$ cat src/rtl/thor2022_icache_refill_pkg.sv
// Shared types and geometry constants for the I-cache refill controller.
// The line geometry is fixed: 64-byte lines fetched as four 128-bit beats.
package thor2022_icache_refill_pkg;

  typedef enum logic [1:0] {
    ST_IDLE  = 2'd0,
    ST_FETCH = 2'd1,
    ST_WRITE = 2'd2,
    ST_ABORT = 2'd3
  } refill_state_e;

  localparam int unsigned LINE_BYTES = 64;
  localparam int unsigned BEATS      = 4;
  localparam int unsigned BEAT_BYTES = LINE_BYTES / BEATS;
  localparam int unsigned BEAT_BITS  = BEAT_BYTES * 8;

  // Line index occupies adr[12:6].
  localparam int unsigned IDX_LO     = 6;
  localparam int unsigned IDX_HI     = 12;

  localparam int unsigned BEAT_W     = $clog2(BEATS);
  localparam int unsigned OFS_W      = $clog2(BEAT_BYTES);
  localparam int unsigned LINE_OFS_W = $clog2(LINE_BYTES);

endpackage

$ cat src/rtl/thor2022_icache_refill_victim_sel.sv
// Victim way selection: lowest-index invalid way, else the round-robin pointer.
// Purely combinational.
module thor2022_victim_sel #(
  parameter int unsigned WAYS = 4
) (
  input  logic [WAYS-1:0]         i_line_valid,
  input  logic [$clog2(WAYS)-1:0] i_ptr,
  output logic [$clog2(WAYS)-1:0] o_victim,
  output logic                    o_all_valid
);

  localparam int unsigned WW = $clog2(WAYS);

  always_comb begin
    o_all_valid = &i_line_valid;
    o_victim    = i_ptr;
    // Scan from the top so the lowest invalid way is the last one written.
    for (int unsigned w = WAYS; w > 0; w--) begin
      if (!i_line_valid[w-1]) o_victim = WW'(w - 1);
    end
  end

endmodule

$ cat src/rtl/thor2022_icache_refill.sv
// I-cache miss/refill controller: picks a victim way, bursts the line in four
// beats, then issues a single write strobe unless an invalidate killed the fill.
module thor2022_icache_refill
  import thor2022_icache_refill_pkg::*;
#(
  parameter int unsigned AWID  = 32,
  parameter int unsigned WAYS  = 4,
  parameter int unsigned LINES = 128,
  parameter int unsigned TMO   = 255
) (
  input  logic                      clk,
  input  logic                      rst,
  input  logic                      miss,
  input  logic [AWID-1:0]           miss_adr,
  input  logic [WAYS-1:0]           line_valid,
  input  logic                      invce,
  input  logic                      invline,
  input  logic                      invall,
  input  logic [AWID-1:0]           inv_adr,
  output logic                      bus_cyc,
  output logic                      bus_stb,
  output logic [AWID-1:0]           bus_adr,
  input  logic                      bus_ack,
  input  logic                      bus_err,
  input  logic [BEAT_BITS-1:0]      bus_dat,
  output logic                      busy,
  output logic                      wr,
  output logic [$clog2(WAYS)-1:0]   wr_way,
  output logic [AWID-1:0]           wr_adr,
  output logic [BEAT_BITS*BEATS-1:0] line,
  output logic                      err
);

  localparam int unsigned WW    = $clog2(WAYS);
  localparam int unsigned IDX_W = $clog2(LINES);
  localparam int unsigned TW    = $clog2(TMO + 1);
  localparam int unsigned LW    = BEAT_BITS * BEATS;

  refill_state_e           r_state;
  refill_state_e           w_next;
  logic [AWID-1:LINE_OFS_W] r_line_adr;
  logic [BEAT_W-1:0]       r_beat;
  logic [TW-1:0]           r_tmo;
  logic                    r_kill;
  logic                    r_allv;
  logic [WW-1:0]           r_way;
  logic [WW-1:0]           r_ptr;
  logic [LW-1:0]           r_line;
  logic [WW-1:0]           w_victim;
  logic                    w_allv;
  logic                    w_inv_hit;
  logic                    w_last_beat;
  logic                    w_unused;

  thor2022_victim_sel #(
    .WAYS (WAYS)
  ) u_victim_sel (
    .i_line_valid (line_valid),
    .i_ptr        (r_ptr),
    .o_victim     (w_victim),
    .o_all_valid  (w_allv)
  );

  assign w_inv_hit = invce &
                     (invall |
                      (invline & (inv_adr[IDX_LO +: IDX_W] == r_line_adr[IDX_LO +: IDX_W])));

  assign w_last_beat = (r_beat == BEAT_W'(BEATS - 1));

  assign w_unused = ^{miss_adr[LINE_OFS_W-1:0],
                      inv_adr[AWID-1:IDX_LO+IDX_W],
                      inv_adr[IDX_LO-1:0]};

  always_comb begin
    w_next = r_state;
    unique case (r_state)
      ST_IDLE: begin
        if (miss) w_next = ST_FETCH;
      end
      ST_FETCH: begin
        // A bus error outranks an ack on the same beat.
        if (bus_err) begin
          w_next = ST_ABORT;
        end else if (bus_ack) begin
          if (w_last_beat) w_next = ST_WRITE;
        end else if (r_tmo == TW'(TMO)) begin
          w_next = ST_ABORT;
        end
      end
      ST_WRITE: w_next = ST_IDLE;
      ST_ABORT: w_next = ST_IDLE;
      default:  w_next = ST_IDLE;
    endcase
  end

  always_ff @(posedge clk) begin
    if (rst) begin
      r_state    <= ST_IDLE;
      r_line_adr <= '0;
      r_beat     <= '0;
      r_tmo      <= '0;
      r_kill     <= 1'b0;
      r_allv     <= 1'b0;
      r_way      <= '0;
      r_ptr      <= '0;
      r_line     <= '0;
    end else begin
      r_state <= w_next;

      if ((r_state != ST_IDLE) && w_inv_hit) r_kill <= 1'b1;

      unique case (r_state)
        ST_IDLE: begin
          if (miss) begin
            r_line_adr <= miss_adr[AWID-1:LINE_OFS_W];
            r_way      <= w_victim;
            r_allv     <= w_allv;
            r_beat     <= '0;
            r_tmo      <= '0;
            r_kill     <= 1'b0;
          end
        end
        ST_FETCH: begin
          if (!bus_err) begin
            if (bus_ack) begin
              r_line[r_beat*BEAT_BITS +: BEAT_BITS] <= bus_dat;
              r_beat <= r_beat + 1'b1;
              r_tmo  <= '0;
            end else begin
              r_tmo <= r_tmo + 1'b1;
            end
          end
        end
        ST_WRITE: begin
          // Replacement pointer only advances when it actually chose the victim.
          if (r_allv) r_ptr <= (r_ptr == WW'(WAYS - 1)) ? '0 : r_ptr + 1'b1;
        end
        default: ;
      endcase
    end
  end

  assign bus_cyc = (r_state == ST_FETCH);
  assign bus_stb = (r_state == ST_FETCH);
  assign bus_adr = {r_line_adr, r_beat, {OFS_W{1'b0}}};
  assign busy    = (r_state != ST_IDLE);
  // An invalidate landing in the write cycle itself must still suppress the strobe.
  assign wr      = (r_state == ST_WRITE) & ~r_kill & ~w_inv_hit;
  assign wr_way  = r_way;
  assign wr_adr  = {r_line_adr, {LINE_OFS_W{1'b0}}};
  assign line    = r_line;
  assign err     = (r_state == ST_ABORT);

endmodule

$ cat config.mk
export PLATFORM = sky130hd
export DESIGN_NAME = thor2022_icache_refill
export DESIGN_NICKNAME = d
export VERILOG_FILES = /design/src/rtl/thor2022_icache_refill_pkg.sv /design/src/rtl/thor2022_icache_refill_victim_sel.sv /design/src/rtl/thor2022_icache_refill.sv
export SDC_FILE = /design/constraint.sdc
export NUM_CORES = 1
export LEC_CHECK = 0
export BUFFER_PORTS_ARGS = -buffer_cell sky130_fd_sc_hd__buf_2
export CAP_MARGIN = 20
export CORE_AREA = 2 2 309 311
export CTS_CLUSTER_SIZE = 28
export DETAILED_ROUTE_END_ITERATION = 16
export DIE_AREA = 0 0 311 313
export HOLD_SLACK_MARGIN = 0.15
export SETUP_SLACK_MARGIN = 0.05
export SLEW_MARGIN = 20
export SYNTH_ARGS = -nofsm -noshare
export SYNTH_HDL_FRONTEND = slang
export SYNTH_SLANG_ARGS = --single-unit
$ cat constraint.sdc
create_clock -name clk -period 2.4 [get_ports clk]
set_input_delay 0.12 -clock clk [delete_from_list [all_inputs] [get_ports clk]]
set_output_delay 0.12 -clock clk [all_outputs]
set_load 0.02 [all_outputs]
==> results by group, run 1 <==
Critical path
  • Category of the most critical setup path: flop to output port
  • Kind of start point of the critical path: flop
  • Kind of end point of the critical path: output port
  • CP Launch Point: r_line_adr[12]
  • Data required time of the critical path: roughly 2300 ps
  • Slowest cell on the critical path: or4_4
  • Maximum fanout encountered on the critical timing path: 4
  • Largest incremental delay on the critical path: 460 ps
  • Startpoint of the worst register-to-register path: r_line_adr[12]
  • Cell-by-cell trace of the critical path: xnor2_2 -> nand4_1 -> or4_4 -> nor3b_1 -> buf_2
  • Kind of cell with the highest combined delay on the critical path: simple AND/OR/NAND/NOR gates
  • Worst EP arrival: between 2000 and 2500 ps
  • CP Buf/Inv Count: 1

Yosys
  • Gate count of the mapped netlist: about 2600
  • Post-synthesis sequential element count: about 560
  • Count of yosys warnings during synthesis: 0
  • Syn avg cell area: ~8.3 um2
  • Proportion of synthesized flip-flops having asynchronous set or reset: 0%
  • Post-synthesis instance area: 21200 um2
  • Sequential area share after synthesis: a little over half
  • Number of flops mapped to enable cells by yosys: 0
  • Top_reg_cell synth: dfxtp_1
  • Count of different cell masters after synthesis: 41

Routing
  • Final WL: just over 90000 um
  • Average wire length per cell after detail routing: roughly 20 um
  • Mean number of vias per cell: around 4.7
  • Number of remaining DRC errors: 0
  • Total via count in the routed design: about 22000
  • Number of DRC markers after the initial detailed-route iteration: ~2100
  • Detailed Routing Iterations Pass 1: 5
  • Post-detailed-route count of antenna-violating nets: 0

Min path
  • HP Start: bus_dat[40]
  • HP Class: input port to flop

Timing
  • Fraction of the cycle the final worst path needs: between 90 and 100%
  • Final hold viol count: 0
  • Crit path time final: roughly 2300 ps
  • Max-slew violation count: 0
  • Worst max-slew margin expressed relative to the limit: between 40% and 50%
  • Peak clock frequency supported by timing: about 440 MHz
  • Worst clock skew on the final layout: ~13 ps
  • Hold Worst Slack: ~310 ps
  • Unrepaired setup endpoints after global routing: yes
  • Setup violators final: 0
  • Total negative slack for setup checks: 0 ps
  • Slew @ Worst Pin: approximately 850 ps

Global route
  • Vias in the first global route: around 21000
  • Aggregate global routing overflow: 0
  • Met2 Track Usage GR: 29.9%
  • Grt met3 use: 4.89%
  • Maximum number of pins on one net before global-route repair: ~100
  • GRT Total Usage: about 18%
  • First-pass GRT wire length: 134000 um
  • Layer with the highest usage after global routing: met2
  • Met1 Resource Use GR: between 20 and 25%
  • Initial antenna violation count: 1

Power and ir drop
  • Power after layout: around 0.02 W
  • Leakage: roughly 12 nW
  • Peak supply drop: around 0.00047 V
  • Total power divided by cell area: around 680 nW/um2

Cells and area
  • Fin nets: roughly 3600
  • Layout Area Growth over Synthesis: 39.9%
  • Final Instance Count excl. Fillers: around 4700
  • Post-route cell area: roughly 30000 um2
  • Share of final-layout standard cells stronger than drive strength 1: between 20% and 30%

Place
  • Cell Count Post-Placement: 4382
  • Post-placement cell area: ~26000 um2
  • Global placement routability congestion: 0.851
  • Final HPWL DP: around 60000 um
  • Count of input and output buffers: 745

Die
  • Initial standard-cell utilization of the core: 22.5%
  • Core Area: around 94000 um2
  • Floorplan die area: between 90000 and 100000 um2
  • Die Y: roughly 310 um
  • Number of placed I/O pins: between 700 and 800
  • Die boundary width: around 310 um
  • Rows: around 110

CTS
  • Number of clock sinks: about 560
  • Worst-case clock buffer depth: 3
  • CTS tree: yes
  • Max H-tree Level: 2
  • Clock root buffer master: clkbuf_16
  • TritonCTS buffer count: 60
  • Worst skew pair latency: roughly 640 ps
  • Clock transition at the registers of the reported paths: about 60 ps

Job
  • Max-cap violations: 0

Run status
  • Run status: completed
layout make-up:
class / instances / area [um2]
diodes: 1 / 2.50
clock buffers: 88 / 1730
clock inverters: 22 / 166
fillers: 9957 / 64500
inverters: 6 / 22.5
multi-input cells: 1731 / 8240
flip-flops and latches: 556 / 11100
well taps: 1265 / 1580
repair buffers: 1022 / 6750
what timing repair did:
action,4_1_cts,5_1_grt
buffers inserted,0,2
endpoints found under the hold margin,547,0
gates cloned,0,1
pin swaps,0,3
gates resized for setup,1,13
setup endpoints to repair,1,11
hold buffers,195,0
power by group:
group,total [W],internal (W),switching [W]
registers,0.00938,0.00932,0.0000598
clock network,0.00910,0.00509,0.00401
logic,0.00159,0.000585,0.00100
total,0.0201,0.0150,0.00507
registers in the layout, indices dropped and copies added, names as in the netlist:
signal,cells
r_allv,1
r_beat,2
r_state,2
r_tmo,8
line,512
r_line_adr,26
r_kill,1
r_ptr,2
wr_way,2
worst reg2reg max path, delay by kind of cell (launching register included):
kind | cells | cell delay (ps)
compound gates | 1 | 290
flops | 1 | 360
simple gates | 2 | 650
buf+inv | 1 | 590
xor+xnor | 1 | 200
metrics by stage:
stage | setup slack, ps | utilization, %
detailed placement | 235 | 27.3
global route | -32.9 | 31.5
global placement | 289 | 27.3
finish | 118 | 31.5
CTS | 51.4 | 31.4
floorplan | 333 | -
final timing paths:
check / to / cells after the start / slack (ps)
max: wr / 5 / 120
min reg2reg: line[399] / 2 / 450
min: line[296] / 4 / 310
max reg2reg: r_kill / 5 / 260
cells in the final DEF (no fill, tap or decap), drive strengths merged, types with 2 or more instances in the layout:
cell and instances:
mux2i 2, clkinv 13, buf 826, xor2 2, conb 10, and2 6, clkbuf 89, nand3 518
nand2 578, a21oi 545, a2111oi 3, nor3b 4, inv 9, xnor2 12, a211oi 4, dfxtp 556
nor2b 2, nor3 4, ha 8, nand4 2, nor2 15, nand3b 3, clkinvlp 5, nand2b 2
dlygate4sd3 195
layer usage:
layer  wire length [um]  up-vias
met4               3080        0
met1              37300    10500
li1                   -    10300
met5                  0        -
met2              44100      983
met3               7190      164
synth_stat cells, drive strengths merged, types with 2 or more instances:
master | n | area, um2
a2111oi | 3 | 40.0
a211oi | 4 | 30.0
a21oi | 545 | 2740
and2 | 6 | 47.5
buf | 153 | 1400
clkbuf | 124 | 505
dfxtp | 556 | 11100
ha | 8 | 100
inv | 6 | 22.5
mux2i | 2 | 20.0
nand2 | 578 | 2170
nand2b | 2 | 12.5
nand3 | 518 | 2590
nand3b | 3 | 22.5
nand4 | 2 | 12.5
nor2 | 15 | 56.3
nor2b | 2 | 12.5
nor3 | 4 | 20.0
nor3b | 4 | 30.0
xnor2 | 12 | 105
xor2 | 2 | 17.5
cells by family after synthesis:
kind of cell	count (synthesis)	share of synthesized area, %
buf+inv	283	9.12
flops	556	52.6
simple gates	1140	23.7
xor+xnor	14	0.579
other cells	1	0.0177
mux	2	0.0945
compound gates	557	13.4
fa+ha+maj	8	0.473
Power figures use the tool's default switching activity.
==> inputs of run 2 (changes only) <==
BUFFER_PORTS_ARGS = -buffer_cell sky130_fd_sc_hd__clkbuf_2   (was -buffer_cell sky130_fd_sc_hd__buf_2)
PLACE_DENSITY = 0.44   (was not set)
==> run 2 against run 1 <==
  * Utilization up 0.37 points
  * Die area unchanged
  * Via count shrank 2.2%
  * Worst hold slack worse by 24 ps
  * Maximum frequency down 0.32%
  * Cell count about the same
  * Routed wire length is 2.5% higher
  * First-iteration DRC count decreased by 30%
  * Sequential share of layout area decreased by 0.46 points
  * Clock skew increased by 7.0 ps
==> results by group, run 2 (synthesis gave the netlist of run 1 again) <==
CTS
  • TritonCTS buffer count: 68
  • Max H-tree Level: 3
  • CTS tree: yes
  • Setup Buffers After CTS: 0
  • Number of clock sinks: 556
  • Clock root buffer master: clkbuf_16
  • Worst skew pair latency: between 600 and 700 ps
  • Clock transition at the registers of the reported paths: approximately 50 ps
  • Worst-case clock buffer depth: 3

Critical path
  • Largest incremental delay on the critical path: approximately 460 ps
  • Kind of start point of the critical path: flop
  • Kind of cell with the highest combined delay on the critical path: simple AND/OR/NAND/NOR gates
  • Maximum fanout encountered on the critical timing path: 4
  • Data required time of the critical path: 2280 ps
  • Slowest cell on the critical path: or4_1
  • Kind of end point of the critical path: output port
  • Cell-by-cell trace of the critical path: xnor2_1 -> nand4_1 -> or4_1 -> nor3b_1 -> clkbuf_2
  • Category of the most critical setup path: flop to output port
  • Worst EP arrival: about 2200 ps
  • CP Buf/Inv Count: 1

Power and ir drop
  • Leakage: between 10 and 15 nW
  • Peak supply drop: roughly 0.0004 V
  • Switching Power: ~0.0054 W
  • Sequential group share of total power: 43.4%
  • Internal: about 0.016 W
  • Total power divided by cell area: just over 700 nW/um2
  • Fraction of power consumed by the clock network: between 40 and 50%
  • Switching part of the total: approximately 25%
  • Comb pwr share: 7.2%

Die
  • Initial standard-cell utilization of the core: between 20 and 25%
  • Die Y: ~310 um
  • Core Area: around 94000 um2
  • Rows: 113
  • Floorplan die area: roughly 97000 um2
  • Die boundary width: about 310 um
  • Number of placed I/O pins: between 700 and 800

Global route
  • GRT Total Usage: 18.5%
  • Aggregate global routing overflow: 0
  • First-pass GRT wire length: 139000 um
  • Initial antenna violation count: 0
  • Vias in the first global route: 20700
  • Maximum number of pins on one net before global-route repair: about 130

Place
  • Count of input and output buffers: 745
  • Pre-CTS setup slack: 142 ps
  • Final HPWL DP: 61800 um
  • Global placement routability congestion: between 0.7 and 0.8
  • Cell Count Post-Placement: between 4000 and 5000

Routing
  • Average wire length per cell after detail routing: about 20 um
  • Mean number of vias per cell: between 4 and 5
  • Post-detailed-route count of antenna-violating nets: 0
  • Number of remaining DRC errors: 0
  • Final WL: 94000 um
  • Total via count in the routed design: between 20000 and 25000
  • Detailed Routing Iterations Pass 1: 5
  • Number of DRC markers after the initial detailed-route iteration: roughly 1500

Timing
  • Crit path time final: between 2000 and 2500 ps
  • Peak clock frequency supported by timing: between 400 and 500 MHz
  • Total negative slack for setup checks: 0 ps
  • Worst clock skew on the final layout: between 20 and 25 ps
  • Max-slew violation count: 0
  • Slew @ Worst Pin: between 900 and 1000 ps
  • Fraction of the cycle the final worst path needs: 95.4%
  • Worst max-slew margin expressed relative to the limit: 39.7%
  • Final hold viol count: 0
  • Unrepaired setup endpoints after global routing: yes
  • Post-route setup slack: between 100 and 150 ps
  • Setup violators final: 0

Cells and area
  • Share of final-layout standard cells stronger than drive strength 1: roughly 28%
  • Fill cell total of the finished layout: 10200
  • Number of flip-flops under the largest register name: roughly 510
  • Most frequent cells in the layout: 744 x clkbuf_2, 574 x nand2_1, 555 x dfxtp_1, 543 x a21oi_1, 518 x nand3_1
  • Layout Area Growth over Synthesis: 41.6%
  • Footprint of the multi-input gates: 8230 um2
  • Sequential standard cell area: between 10000 and 15000 um2
  • Count of antenna diodes in the layout: 0
  • Final Instance Count excl. Fillers: about 4700
  • Fin nets: ~3600
  • Most common library cell in the layout ignoring fill and taps: clkbuf_2

Run status
  • Run status: completed

Min path
  • HP Class: input port to flop

Job
  • Max-cap violations: 0
[run 2: metal layers]
metal	wire [um]	vias to the layer above	global-route usage [%]	part of all wire, %
met5	0	-	0	0
met4	2410	0	6.03	2.6
met3	6950	112	5.14	7.4
met2	44500	782	30.6	47
met1	40100	10200	23.3	43
li1	-	10300	-	-
[run 2: worst paths after layout]
kind         slack [ps]           start  cells after the start             end
max                 110  r_line_adr[12]                      5              wr
min                 290    miss_adr[29]                      4  r_line_adr[29]
max reg2reg         230       r_beat[1]                      7       line[311]
min reg2reg         450       line[475]                      2       line[475]
[run 2: cell type report]
type	instances	share of cell area [%]
flip-flops and latches	556	37.1
multi-input cells	1731	27.4
repair buffers	1020	22.5
clock buffers	94	6.37
well taps	1265	5.28
clock inverters	22	1.23
inverters	6	0.0751
[run 2: worst register-to-register path: stages (launching register included)]
cell and delay, ps:
dfxtp_1 420, inv_1 130, ha_2 420, nor3b_2 370, buf_12 240, buf_12 240, nand3_1 120, a21oi_1 150
[run 2: stage by stage]
stage | hold slack [ps] | area, um2 | util (%) | total power [W]
after floorplan | 256 | 21200 | - | 0.0102
after global placement | 344 | 25800 | 27.3 | 0.0109
after detailed placement | 352 | 25800 | 27.3 | 0.0109
after CTS | 206 | 30000 | 31.8 | 0.0219
after global routing | 281 | 30000 | 31.8 | 0.0224
final | 287 | 30000 | 31.8 | 0.0216
[run 2: power groups by stage]
| stage | Clock, W | Combinational [W] | Sequential [W] |
|---|---|---|---|
| 2_1_floorplan | 0 | 0.000569 | 0.00967 |
| 3_3_place_gp | 0 | 0.00132 | 0.00958 |
| 3_5_place_dp | 0 | 0.00131 | 0.00958 |
| 4_1_cts | 0.0110 | 0.00157 | 0.00938 |
| 5_1_grt | 0.0113 | 0.00167 | 0.00939 |
| 6_report | 0.0107 | 0.00156 | 0.00938 |
[run 2: timing repair]
action,4_1_cts,5_1_grt
hold buffers,192,0
hold endpoints to repair,547,0
setup endpoints to repair,0,14
gates resized for setup,0,5
